--- config.mk ---
export PLATFORM = sky130hd
export DESIGN_NAME = gate_sweeper
export DESIGN_NICKNAME = d
export VERILOG_FILES = /design/src/rtl/gate_sweep_pkg.sv /design/src/rtl/gate_sweeper_settle_timer.sv /design/src/rtl/gate_sweeper.sv
export SDC_FILE = /design/constraint.sdc
export NUM_CORES = 1
export LEC_CHECK = 0
export BUFFER_PORTS_ARGS = -buffer_cell sky130_fd_sc_hd__buf_2
export CAP_MARGIN = 10
export CORE_AREA = 2 2 65 49
export DETAILED_ROUTE_END_ITERATION = 12
export DIE_AREA = 0 0 67 51
export PLACE_DENSITY = 0.59
export SLEW_MARGIN = 10
export SYNTH_ARGS = -nofsm -noshare
export SYNTH_HDL_FRONTEND = slang
export SYNTH_SLANG_ARGS = --single-unit
--- constraint.sdc ---
create_clock -name clk -period 2.8 [get_ports clk]
set_input_delay 0 -clock clk [delete_from_list [all_inputs] [get_ports clk]]
set_output_delay 0 -clock clk [all_outputs]
set_load 0.02 [all_outputs]
--- src/rtl/gate_sweep_pkg.sv ---
// Shared types and constants for the two-input gate sweeper.
// Truth tables are indexed by vector index {b,a}.
package gate_sweep_pkg;

  typedef enum logic [1:0] {
    IDLE   = 2'd0,
    SETTLE = 2'd1,
    SAMPLE = 2'd2,
    DONE   = 2'd3
  } state_t;

  localparam int         VEC_COUNT  = 4;
  localparam logic [3:0] EXPECT_AND = 4'b1000;
  localparam logic [3:0] EXPECT_OR  = 4'b1110;
  localparam logic [3:0] EXPECT_XOR = 4'b0110;

  // A one-cycle settle still needs a 1-bit counter.
  function automatic int timer_width(input int n);
    return (n > 1) ? $clog2(n) : 1;
  endfunction

endpackage

--- src/rtl/gate_sweeper_settle_timer.sv ---
// Settle-time down-counter: loaded with SETTLE_CYCLES-1, counts to zero while enabled.
// expired flags terminal count so the FSM can move on to the sampling edge.
module settle_timer
  import gate_sweep_pkg::*;
#(
  parameter int SETTLE_CYCLES = 4
) (
  input  logic clk,
  input  logic reset,
  input  logic load,
  input  logic en,
  output logic expired
);

  localparam int            W        = timer_width(SETTLE_CYCLES);
  localparam logic [W-1:0]  LOAD_VAL = W'(SETTLE_CYCLES - 1);

  logic [W-1:0] count;

  always_ff @(posedge clk or posedge reset) begin
    if (reset) begin
      count <= '0;
    end else if (load) begin
      count <= LOAD_VAL;
    end else if (en && (count != '0)) begin
      count <= count - 1'b1;
    end
  end

  assign expired = (count == '0);

endmodule

--- src/rtl/gate_sweeper.sv ---
// Drives a two-input gate through all four input vectors, samples its output after
// a settle time and reports per-vector mismatches against an expected truth table.
//
// state  | meaning
// IDLE   | waiting for start, outputs at reset values
// SETTLE | vector idx driven, settle timer running
// SAMPLE | f compared with EXPECT[idx] on the leaving edge
// DONE   | results frozen, vector 3 held, waits for start
module gate_sweeper
  import gate_sweep_pkg::*;
#(
  parameter int         SETTLE_CYCLES = 4,
  parameter logic [3:0] EXPECT        = EXPECT_AND
) (
  input  logic       clk,
  input  logic       reset,
  input  logic       start,
  output logic       a,
  output logic       b,
  input  logic       f,
  output logic       busy,
  output logic       done,
  output logic       pass,
  output logic [3:0] err_mask,
  output logic [2:0] err_count
);

  state_t     state, state_nxt;
  logic [1:0] idx;
  logic       start_ok;
  logic       last_vec;
  logic       mismatch;
  logic       expired;
  logic       timer_load;
  logic       timer_en;
  logic       busy_nxt;
  logic       done_nxt;

  assign start_ok = start && ((state == IDLE) || (state == DONE));
  assign last_vec = (idx == 2'(VEC_COUNT - 1));
  assign mismatch = (f != EXPECT[idx]);

  settle_timer #(
    .SETTLE_CYCLES(SETTLE_CYCLES)
  ) u_settle_timer (
    .clk    (clk),
    .reset  (reset),
    .load   (timer_load),
    .en     (timer_en),
    .expired(expired)
  );

  always_ff @(posedge clk or posedge reset) begin
    if (reset) begin
      state <= IDLE;
    end else begin
      state <= state_nxt;
    end
  end

  always_comb begin
    state_nxt = state;
    case (state)
      IDLE:    if (start_ok) state_nxt = SETTLE;
      SETTLE:  if (expired) state_nxt = SAMPLE;
      SAMPLE:  state_nxt = last_vec ? DONE : SETTLE;
      DONE:    if (start_ok) state_nxt = SETTLE;
      default: state_nxt = IDLE;
    endcase
  end

  // Flag values are derived from the next state so busy/done leave a flop directly.
  always_comb begin
    busy_nxt   = (state_nxt == SETTLE) || (state_nxt == SAMPLE);
    done_nxt   = (state_nxt == DONE);
    timer_load = start_ok || ((state == SAMPLE) && !last_vec);
    timer_en   = (state == SETTLE);
  end

  always_ff @(posedge clk or posedge reset) begin
    if (reset) begin
      busy <= 1'b0;
      done <= 1'b0;
    end else begin
      busy <= busy_nxt;
      done <= done_nxt;
    end
  end

  always_ff @(posedge clk or posedge reset) begin
    if (reset) begin
      idx       <= '0;
      err_mask  <= '0;
      err_count <= '0;
    end else if (start_ok) begin
      idx       <= '0;
      err_mask  <= '0;
      err_count <= '0;
    end else if (state == SAMPLE) begin
      if (mismatch) begin
        err_mask[idx] <= 1'b1;
        err_count     <= err_count + 3'd1;
      end
      if (!last_vec) begin
        idx <= idx + 2'd1;
      end
    end
  end

  // The vector index register drives the gate inputs directly.
  assign a    = idx[0];
  assign b    = idx[1];
  assign pass = done && (err_count == 3'd0);

endmodule

==> impl_results.md, run 1 <==
* Status: completed
* Vias in the first global route at 587
* Final core occ at approximately a third
* Num CTS Buffers at 3
* DP HPWL at approximately 1100 um
* Initial Util at 27.7%
* Slack of the critical path at 1.06 ns
* # hold bufs at CTS at 1
* Worst clock skew at just under 0.008 ns
* Mapped Cells at 77
* Vias per inst at approximately 4.4
* TritonCTS clock tree: done
* Mapped cell area at ~800 um^2
* CORE AREA at ~0.0029 mm^2
* First-pass GRT wire length at ~2500 um
* Clk sink count at 15
* GP Congestion at 0.725
* DR WL/cell at 10.9 um
* CP endpoint kind: flop
* Finish-stage setup viols at 0
* Crit Path Max Fanout at 13
* Cell Pwr Density at 979 mW/mm^2
* Pin count of the biggest net entering global routing at 16
* Post-synth top area cell: dfrtp_1
* Min Tclk post-route at 1.74 ns
* Syn Nets at 91
* CTS clk-pin slew, worst paths at 0.07 ns
* Met2 wire len at roughly 670 um
* Pre-CTS WS at 1.04 ns
* Leak Pwr at 0.542 nW
* WS Path Type: reg2reg
* IR drop worst, VDD at between 0.0004 and 0.0005 V
* Detail Route Antenna Nets at 0
* DR DRC count at 0
* Slew headroom at 61.7%
* Port bufs at 15
* Row cnt at 17
* # Post-CTS Setup Buffers at 0
* Die Area at 0.00342 mm^2
* Syn. warnings at 0
* Total wire length at ~1500 um
* Period utilisation layout at 62.1%
* Avg Synthesized Cell Area at 10.4 um^2
* Dpl cells at 128
* Min-Delay Path Class: in2reg
* CTS H-tree depth at 1
* Required time of the critical path at a little under 3 ns
* Initial DRC count at 8
* Antenna cell count at 0
* Post-route insts no fill at 133
* Total track usage at 9.97%
* Area growth syn-to-layout at 21.2%
* Design area at roughly 970 um^2
* Post-synth top area share at 46.9%
* Yosys cell types at 26
* Highest metal used: met4
* Met3 routed WL at 77 um
* Startpoint Class: flop
* Via count at 586
* Antenna violations before repair at 0
* Clk root buf: clkbuf_8
* Sequential element share of the synthesized area at 46.9%
* Layout cells sized above 1 at 24.2%
* Worst-Margin Slew at 0.574 ns
* Unrepaired setup endpoints after global routing: no
* Layout Nets at 110
* Insertion delay to the later sink of the worst-skew pair at 0.25 ns
* Die H at between 50 and 60 um
* Final Hold Fails at 0
* Post-CTS sizing at 0
* DRT met1 WL at between 600 and 700 um
* Setup TNS after final layout at 0 ns
* Area contributors post-synth: dfrtp_1 47%, ha_1 16%, inv_1 5.2%
* DRT Pass-1 Iters at 3
* Ports at 16
* Area after DPL at 915 um^2
* CP arrival at 1.88 ns
* Most frequent cells in the layout: 15 x dfrtp_1, 15 x buf_2, 11 x inv_1
* Max Fclk at 575 MHz
* Fillers at 321
* Die width at about 67 um
* #FFs+latches synth at 15
* Max-slew violations at 0
* Max clock buf depth at 2
* Gr ovfl total at 0
* Max Cap Viol at 0
where the power goes:
group | leakage [nW] | switching, mW | internal (mW) | total, mW
registers | 0.194 | 0.0440 | 0.287 | 0.331
clock network | 0.0255 | 0.0761 | 0.0984 | 0.175
logic | 0.322 | 0.272 | 0.173 | 0.445
total | 0.542 | 0.392 | 0.558 | 0.951
cell families (layout without fill, tap and decap cells):
kind of cell / count (synthesis) / after routing / synth area share [%]
flip-flops: 15 / 15 / 46.9
AO/OA/AOI/OAI: 13 / 13 / 11.9
buffers and inverters: 13 / 31 / 6.25
AND/OR/NAND/NOR: 21 / 21 / 12.7
XOR/XNOR: 3 / 3 / 4.22
multiplexers: 2 / 2 / 2.50
adder cells (fa/ha/maj): 10 / 10 / 15.6
critical path: stages (launching register included):
cell and delay, ns:
dfrtp_1 0.39, inv_1 0.08, ha_1 0.41, o21bai_1 0.11, a221oi_1 0.35, ha_1 0.29
final cells by class:
class | count | area (um^2) | share of cell area [%]
sequential | 15 | 375 | 38.7
multi-input combinational | 49 | 375 | 38.7
timing repair buffer | 16 | 85.1 | 8.76
tap | 38 | 47.5 | 4.90
clock buffer | 3 | 41.3 | 4.25
inverter | 11 | 41.3 | 4.25
clock inverter | 1 | 5.00 | 0.515
through the flow:
| stage | hold slack [ns] | power, mW |
|---|---|---|
| 2_1_floorplan | -0.0985 | 0.667 |
| 3_3_place_gp | 0.0847 | 0.765 |
| 3_5_place_dp | 0.0969 | 0.789 |
| 4_1_cts | 0.116 | 0.966 |
| 5_1_grt | 0.143 | 1.05 |
| 6_report | 0.116 | 0.951 |
final timing paths:
check,from,to,slack (ns),cells past startpoint
max,state[0]$_DFF_PP0_,busy$_DFF_PP0_,1.06,5
min,f,err_mask[3]$_DFFE_PP0P_,0.12,4
max reg2reg,state[0]$_DFF_PP0_,busy$_DFF_PP0_,1.06,5
min reg2reg,err_mask[2]$_DFFE_PP0P_,err_mask[2]$_DFFE_PP0P_,0.50,2
max in group asynchronous,reset,err_count[1]$_DFFE_PP0P_,2.07,3
min in group asynchronous,reset,u_settle_timer.count[0]$_DFFE_PP0P_,0.34,3
routing by layer:
metal | vias to the layer above | GRT usage [%]
met5 | - | 0
met4 | 0 | 3.06
met3 | 2 | 4.41
met2 | 11 | 15.5
met1 | 285 | 12.4
li1 | 288 | -
cells in the mapped netlist:
cell type / instances
o21bai_1: 1
a221oi_1: 1
a211oi_1: 1
nand2b_1: 2
a21oi_1: 2
xnor2_1: 2
nand2_1: 5
dfrtp_1: 15
clkbuf_1: 1
nand4_1: 1
o211ai_1: 1
and2b_2: 1
and2_1: 1
buf_2: 1
a21o_2: 1
nand3_1: 1
nor2_1: 8
a211o_2: 1
inv_1: 11
nor3_1: 1
a41o_1: 1
a31oi_1: 4
and3b_1: 1
xor2_2: 1
mux2i_1: 2
ha_1: 10
flip-flops by register name, summed over array words and instances (netlist names):
signal                flops
err_count                 3
busy                      1
state                     2
idx                       2
u_settle_timer.count      2
done                      1
err_mask                  4
(Power assumes the default switching activity.)
==> run 2, diff against run 1 <==
--- a/config.mk
+++ b/config.mk
@@ -10,7 +10,7 @@
 export CORE_AREA = 2 2 65 49
 export DETAILED_ROUTE_END_ITERATION = 12
 export DIE_AREA = 0 0 67 51
-export PLACE_DENSITY = 0.59
+export PLACE_DENSITY = 0.61
 export SLEW_MARGIN = 10
 export SYNTH_ARGS = -nofsm -noshare
 export SYNTH_HDL_FRONTEND = slang
==> constraint.sdc (replaced) <==
create_clock -name clk -period 1.4 [get_ports clk]
set_input_delay 0 -clock clk [delete_from_list [all_inputs] [get_ports clk]]
set_output_delay 0 -clock clk [all_outputs]
set_load 0.02 [all_outputs]
==> run 2 against run 1 <==
The run now ends with setup timing left. Non-clock buffer count increased by 13. Hold slack improved by 0.021 ns. Critical path depth increased by 1. Core utilization increased by 8.0 points. Wire length increased by 21%. Worst setup slack got worse by 1.2 ns. Combinational power increased to 3.5 times the previous value. Cell count increased by 9.8%. Clock skew decreased by 0.0040 ns. Sequential power increased by 100%. Critical endpoint unchanged.
==> impl_results.md, run 2 (synthesized netlist as in run 1, its figures left out) <==
* Most common cell after layout, fill and taps aside: buf_2
* Comb pwr share at 59.9% (was 46.9%)
* Cell Pwr Density at 2140 mW/mm^2 (was 979 mW/mm^2)
* CORE AREA at 0.00289 mm^2 (unchanged)
* Num CTS Buffers at 3 (unchanged)
* CP arrival at 1.65 ns (was 1.88 ns)
* Finish-stage setup viols at 3 (was 0)
* Min-Delay Path Class: in2reg (unchanged)
* Max Cap Viol at 0 (unchanged)
* Max Fclk at 659 MHz (was 575 MHz)
* Detail Route Antenna Nets at 0 (unchanged)
* GR Util met1 at 13.9% (was 12.4%)
* Most frequent cells in the layout: 15 x buf_2, 13 x dfrtp_1, 11 x buf_4 (was 15 x dfrtp_1, 15 x buf_2, 11 x inv_1)
* WHS Endpoint: err_mask[3]$_DFFE_PP0P_ (unchanged)
* Area growth syn-to-layout at 50.2% (was 21.2%)
* Routing usage on met3 at 4.63% (was 4.41%)
* DR WL/cell at 12.0 um (was 10.9 um)
* Leak Pwr at 0.620 nW (was 0.542 nW)
* First-pass GRT wire length at 2680 um (was 2550 um)
* Worst-Margin Slew at 0.604 ns (was 0.574 ns)
* Slew headroom at 59.7% (was 61.7%)
* Die Area at 0.00342 mm^2 (unchanged)
* Largest registers: err_mask x4, err_count x3 (unchanged)
* Slowest cell on crit path: dfrtp_1 (was ha_1)
* Design area at 0.00120 mm^2 (was 971 um^2)
* Clk root buf: clkbuf_8 (unchanged)
* Via count at 647 (was 586)
* DR DRC count at 0 (unchanged)
* Port bufs at 15 (unchanged)
* Die H at 51 um (unchanged)
* Min Tclk post-route at 1.52 ns (was 1.74 ns)
* Sw Ratio at 40.0% (was 41.3%)
* Insertion delay to the later sink of the worst-skew pair at 0.25 ns (about the same)
* Failing checks: setup timing
* Status: finished, violations left (was completed)
* Initial Util at 27.7% (unchanged)
* Vias per inst at 4.43 (was 4.41)
* Register-to-register setup slack at -0.12 ns (was 1.06 ns)
* Flop pwr share at 26.2% (was 34.8%)
* Required time of the critical path at 1.54 ns (was 2.94 ns)
* Vias in the first global route at 592 (was 587)
* Worst clock skew at 0.00397 ns (was 0.00793 ns)
* R2R depth at 6 (was 5)
* Final core occ at 41.6% (was 33.6%)
* Pwr Total at 2.57 mW (was 951 uW)
* GR met2 Demand/Resource at 16.3% (was 15.5%)
* Initial DRC count at 11 (was 8)
* Max-slew violations at 0 (unchanged)
* Internal Pwr Total at 1.54 mW (was 558 uW)
* Startpoint Class: flop (unchanged)
* Max clock buf depth at 2 (unchanged)
* Total track usage at 11.0% (was 9.97%)
* Layout Nets at 123 (was 110)
* Ports at 16 (unchanged)
* Cell count of the worst hold path at 4 (unchanged)
* Antenna violations before repair at 0 (unchanged)
* WS Path Type: reg2reg (unchanged)
* Reported net switching power at 1.03 mW (was 392 uW)
* Die width at 67 um (unchanged)
* Max incr delay on CP at 0.43 ns (was 0.41 ns)
* Pin count of the biggest net entering global routing at 16 (unchanged)
* Worst r2r dst: busy$_DFF_PP0_ (unchanged)
* Area after DPL at 998 um^2 (was 915 um^2)
* Total wire length at 1750 um (was 1450 um)
* GP Congestion at 0.870 (was 0.725)
* Layout cells sized above 1 at 49.1% (was 24.2%)
* Slack of the critical path at -0.117 ns (was 1.06 ns)
* IR drop worst, VDD at 0.000921 V (was 0.000486 V)
* DRT Pass-1 Iters at 4 (was 3)
* CP endpoint kind: flop (unchanged)
* Fillers at 289 (was 321)
* Clk sink count at 15 (unchanged)
* HP Start: f (unchanged)
* Antenna cell count at 0 (unchanged)
* CTS clk-pin slew, worst paths at 0.06 ns (was 0.07 ns)
* Reg with most FFs: err_mask (unchanged)
* Unrepaired setup endpoints after global routing: yes (was no)
* DP HPWL at 1150 um (was 1140 um)
* Final Hold Fails at 0 (unchanged)
* TritonCTS clock tree: done (unchanged)
* Gr ovfl total at 0 (unchanged)
* Clock share of power at 13.9% (was 18.4%)
* Row cnt at 17 (unchanged)
* CTS H-tree depth at 1 (unchanged)
* Period utilisation layout at 108% (was 62.1%)
* Worst R2R Start: state[0]$_DFF_PP0_ (unchanged)
* Crit Path Max Fanout at 4 (was 13)
* Crit path cell chain: inv_2, ha_4, a21o_4, a21oi_4, nor2_2, ha_1 (was inv_1, ha_1, o21bai_1, a221oi_1, ha_1)
* Max reg flops at 4 (unchanged)
* Grt peak-use layer: met2 (unchanged)
[run 2: worst max path at each step]
stage	slack, ns	startpoint	cells past startpoint	to
final	-0.12	state[0]$_DFF_PP0_	6	busy$_DFF_PP0_
after global routing	-0.15	state[0]$_DFF_PP0_	6	busy$_DFF_PP0_
after detailed placement	-0.12	state[1]$_DFF_PP0_	5	busy$_DFF_PP0_
after floorplan	-0.05	state[0]$_DFF_PP0_	6	busy$_DFF_PP0_
after CTS	-0.08	state[1]$_DFF_PP0_	5	busy$_DFF_PP0_
after global placement	-0.05	state[0]$_DFF_PP0_	4	busy$_DFF_PP0_
[run 2: power groups by stage]
stage / combinational, mW / clock, mW / sequential [mW]
final: 1.54 / 0.358 / 0.674
after global routing: 1.69 / 0.387 / 0.689
after CTS: 1.38 / 0.370 / 0.674
after detailed placement: 1.11 / 0 / 0.667
after global placement: 1.08 / 0 / 0.659
after floorplan: 0.653 / 0 / 0.773
[run 2: layout make-up]
type                    count  area, um^2  area share (%)
clock buffers               4        45.0            3.75
well taps                  38        47.5            3.95
inverters                  11        41.3            3.43
flip-flops and latches     15         378            31.4
multi-input cells          49         500            41.6
repair buffers             29         190            15.8
[run 2: layer usage]
layer | vias to the layer above | routed length, um
met5 | - | 0
met4 | 0 | 46
met3 | 5 | 101
met2 | 19 | 823
met1 | 306 | 780
li1 | 317 | -
[run 2: what timing repair did]
action	4_1_cts	5_1_grt
gates cloned	0	0
endpoints found under the setup margin	4	10
gates resized for setup	12	9
buffers inserted	3	3
pin swaps	4	0
hold buffers	1	0
hold endpoints to repair	15	0
[run 2: metrics by stage]
step | hold slack [ns] | TNS [ns] | worst slack, ns | instances
floorplan | -0.0987 | -0.0463 | -0.0463 | 77
global placement | 0.0867 | -0.0467 | -0.0467 | 136
detailed placement | 0.0924 | -0.155 | -0.125 | 136
CTS | 0.114 | -0.171 | -0.0850 | 144
global route | 0.159 | -0.368 | -0.154 | 146
finish | 0.137 | -0.166 | -0.117 | 146
[run 2: worst max-delay path: cells and delay by family (launching register included)]
| kind | cells | cell delay, ns |
|---|---|---|
| compound gates | 2 | 0.36 |
| fa+ha+maj | 2 | 0.46 |
| buf+inv | 1 | 0.09 |
| flops | 1 | 0.43 |
| simple gates | 1 | 0.06 |
==> run 3, diff against run 2 <==
--- a/config.mk
+++ b/config.mk
@@ -7,11 +7,11 @@
 export LEC_CHECK = 0
 export BUFFER_PORTS_ARGS = -buffer_cell sky130_fd_sc_hd__buf_2
 export CAP_MARGIN = 10
-export CORE_AREA = 2 2 65 49
+export CORE_AREA = 2 2 58 55
 export DETAILED_ROUTE_END_ITERATION = 12
-export DIE_AREA = 0 0 67 51
+export DIE_AREA = 0 0 60 57
 export PLACE_DENSITY = 0.61
-export SLEW_MARGIN = 10
+export SLEW_MARGIN = 15
 export SYNTH_ARGS = -nofsm -noshare
 export SYNTH_HDL_FRONTEND = slang
 export SYNTH_SLANG_ARGS = --single-unit
==> run 3 against run 2 <==
The flow still finishes with violations (setup timing). Clock skew about the same. Clock power decreased by 30%. Combinational power about the same. Total power decreased by 5.2%. Wire length increased by 2.9%. Core utilization decreased by 0.72 points. Flip-flop and latch count unchanged. Global-route usage increased by 1.2 points. Via count increased by 1.9%. Critical endpoint unchanged. Largest cell class unchanged.
==> impl_results.md, run 3 (synthesized netlist as in run 1, its figures left out) <==
* CTS clk-pin slew, worst paths at 0.09 ns (was 0.06 ns)
* Reg with most FFs: err_mask (unchanged)
* Total track usage at 12.3% (was 11.0%)
* Fillers at 279 (was 289)
* CP endpoint kind: flop (unchanged)
* TritonCTS clock tree: done (unchanged)
* Slew headroom at 60.0% (was 59.7%)
* Die H at 57 um (was 51 um)
* Internal Pwr Total at 1.43 mW (was 1.54 mW)
* Vias per inst at 4.39 (was 4.43)
* Initial Util at 27.8% (was 27.7%)
* Antenna violations before repair at 0 (unchanged)
* Layout Nets at 123 (unchanged)
* Pre-CTS WS at -0.148 ns (was -0.125 ns)
* Final Hold Fails at 0 (unchanged)
* Die Area at 0.00342 mm^2 (about the same)
* Clk sink count at 15 (unchanged)
* Clk root buf: clkbuf_4 (was clkbuf_8)
* Most common cell after layout, fill and taps aside: buf_2 (unchanged)
* CTS H-tree depth at 1 (unchanged)
* Period utilisation layout at 107% (was 108%)
* Finish-stage setup viols at 5 (was 3)
* Die width at 60 um (was 67 um)
* Pwr Total at 2.44 mW (was 2.57 mW)
* Reported net switching power at 1.00 mW (was 1.03 mW)
* Vias in the first global route at 667 (was 592)
* IR drop worst, VDD at 0.000610 V (was 0.000921 V)
* WS Path Type: reg2reg (unchanged)
* Leak Pwr at 0.606 nW (was 0.620 nW)
* Slack of the critical path at -0.100 ns (was -0.117 ns)
* Cell Pwr Density at 2070 mW/mm^2 (was 2140 mW/mm^2)
* GP Congestion at 0.765 (was 0.870)
* Insertion delay to the later sink of the worst-skew pair at 0.28 ns (was 0.25 ns)
* Flop pwr share at 27.9% (was 26.2%)
* Failing checks: setup timing (unchanged)
* DRT Pass-1 Iters at 4 (unchanged)
* Required time of the critical path at 1.57 ns (was 1.54 ns)
* Pin count of the biggest net entering global routing at 16 (unchanged)
* Antenna cell count at 0 (unchanged)
* Initial DRC count at 17 (was 11)
* Sw Ratio at 41.2% (was 40.0%)
* Comb pwr share at 61.8% (was 59.9%)
* Max Fclk at 667 MHz (was 659 MHz)
* Worst R2R Start: state[0]$_DFF_PP0_ (unchanged)
* Worst-Margin Slew at 0.600 ns (was 0.604 ns)
* Crit Path Max Fanout at 4 (unchanged)
* Status: finished, violations left (unchanged)
* Via count at 659 (was 647)
* Startpoint Class: flop (unchanged)
* Area growth syn-to-layout at 46.7% (was 50.2%)
* Area after DPL at 0.00101 mm^2 (was 998 um^2)
* Total wire length at 1800 um (was 1750 um)
* Grt peak-use layer: met2 (unchanged)
* Min-Delay Path Class: in2reg (unchanged)
* First-pass GRT wire length at 3010 um (was 2680 um)
* Worst clock skew at 0.00432 ns (was 0.00397 ns)
* Ports at 16 (unchanged)
* Layout cells sized above 1 at 49.1% (unchanged)
* Largest registers: err_mask x4, err_count x3 (unchanged)
* Num CTS Buffers at 3 (unchanged)
* Clock share of power at 10.4% (was 13.9%)
* CORE AREA at 0.00288 mm^2 (was 0.00289 mm^2)
* GR Util met1 at 12.8% (was 13.9%)
* Row cnt at 19 (was 17)
* Max Cap Viol at 0 (unchanged)
* GR met2 Demand/Resource at 21.7% (was 16.3%)
* Unrepaired setup endpoints after global routing: yes (unchanged)
* Area occupied by multi-input gates at 493 um^2 (was 500 um^2)
* HP Start: start (was f)
* Final core occ at 40.8% (was 41.6%)
* DP HPWL at 1300 um (was 1150 um)
* Port bufs at 15 (unchanged)
* Detail Route Antenna Nets at 0 (unchanged)
* Most frequent cells in the layout: 15 x buf_2, 13 x buf_4, 12 x dfrtp_1 (was 15 x buf_2, 13 x dfrtp_1, 11 x buf_4)
* Max-slew violations at 0 (unchanged)
* Max reg flops at 4 (unchanged)
* Min Tclk post-route at 1.50 ns (was 1.52 ns)
* Routing usage on met3 at 2.72% (was 4.63%)
* CP arrival at 1.67 ns (was 1.65 ns)
* Design area at 0.00117 mm^2 (was 0.00120 mm^2)
* DR DRC count at 0 (unchanged)
* Max clock buf depth at 2 (unchanged)
* Gr ovfl total at 0 (unchanged)
* Worst setup startpoint: state[0]$_DFF_PP0_ (unchanged)
* DR WL/cell at 12.0 um (about the same)
* Sequential cell area at 379 um^2 (was 378 um^2)
==> run 3: cell count changes in the layout (fill, tap and decap cells not counted), moves of 2 or more <==
| cell | previous run | this run |
|---|---|---|
| buf_4 | 11 | 13 |
| clkbuf_8 | 3 | 0 |
| clkbuf_4 | 0 | 3 |
| buf_6 | 2 | 0 |
==> run 3: critical path, stage by stage, from the launching register on <==
cell     delay (ns)
dfrtp_1        0.44
inv_2          0.08
ha_4           0.18
a21o_4         0.21
a21oi_2        0.15
nor2_2         0.06
ha_1           0.26
==> run 3: final cells by class <==
| type | instances | share of cell area [%] |
|---|---|---|
| Multi-Input combinational cell | 49 | 42.0 |
| Sequential cell | 15 | 32.3 |
| Timing Repair Buffer | 29 | 15.5 |
| Tap cell | 42 | 4.47 |
| Inverter | 11 | 3.51 |
| Clock buffer | 4 | 2.24 |
==> run 3: per-layer routing <==
layer	routed length, um	vias to the layer above
li1	-	320
met1	730	318
met2	984	17
met3	43	4
met4	44	0
met5	0	-
==> run 3: power by group through the flow <==
stage	Sequential [mW]	Combinational, mW	Clock, mW
3_3_place_gp	0.658	1.10	0
5_1_grt	0.693	1.65	0.283
4_1_cts	0.671	1.37	0.265
2_1_floorplan	0.773	0.653	0
6_report	0.679	1.51	0.252
3_5_place_dp	0.668	1.16	0
==> run 3: final timing paths <==
path,end,slack (ns),cells after the start
max,busy$_DFF_PP0_,-0.10,6
min,state[0]$_DFF_PP0_,0.09,3
max reg2reg,busy$_DFF_PP0_,-0.10,6
min reg2reg,err_mask[0]$_DFFE_PP0P_,0.50,2
max in group asynchronous,state[1]$_DFF_PP0_,0.64,3
min in group asynchronous,state[0]$_DFF_PP0_,0.33,3
==> run 3: metrics by stage <==
step	TNS, ns	hold slack [ns]	std cells
2_1_floorplan	-0.0463	-0.0987	77
3_3_place_gp	-0.0288	0.0855	141
3_5_place_dp	-0.226	0.0917	141
4_1_cts	-0.158	0.0814	148
5_1_grt	-0.458	0.0840	150
6_report	-0.238	0.0879	150
==> run 3: timing repair <==
item	4_1_cts	5_1_grt
gates resized for setup	14	5
setup buffers	2	2
hold buffers	1	0
setup endpoints to repair	5	7
hold endpoints to repair	15	0
gates cloned	0	0
pin swaps	3	3
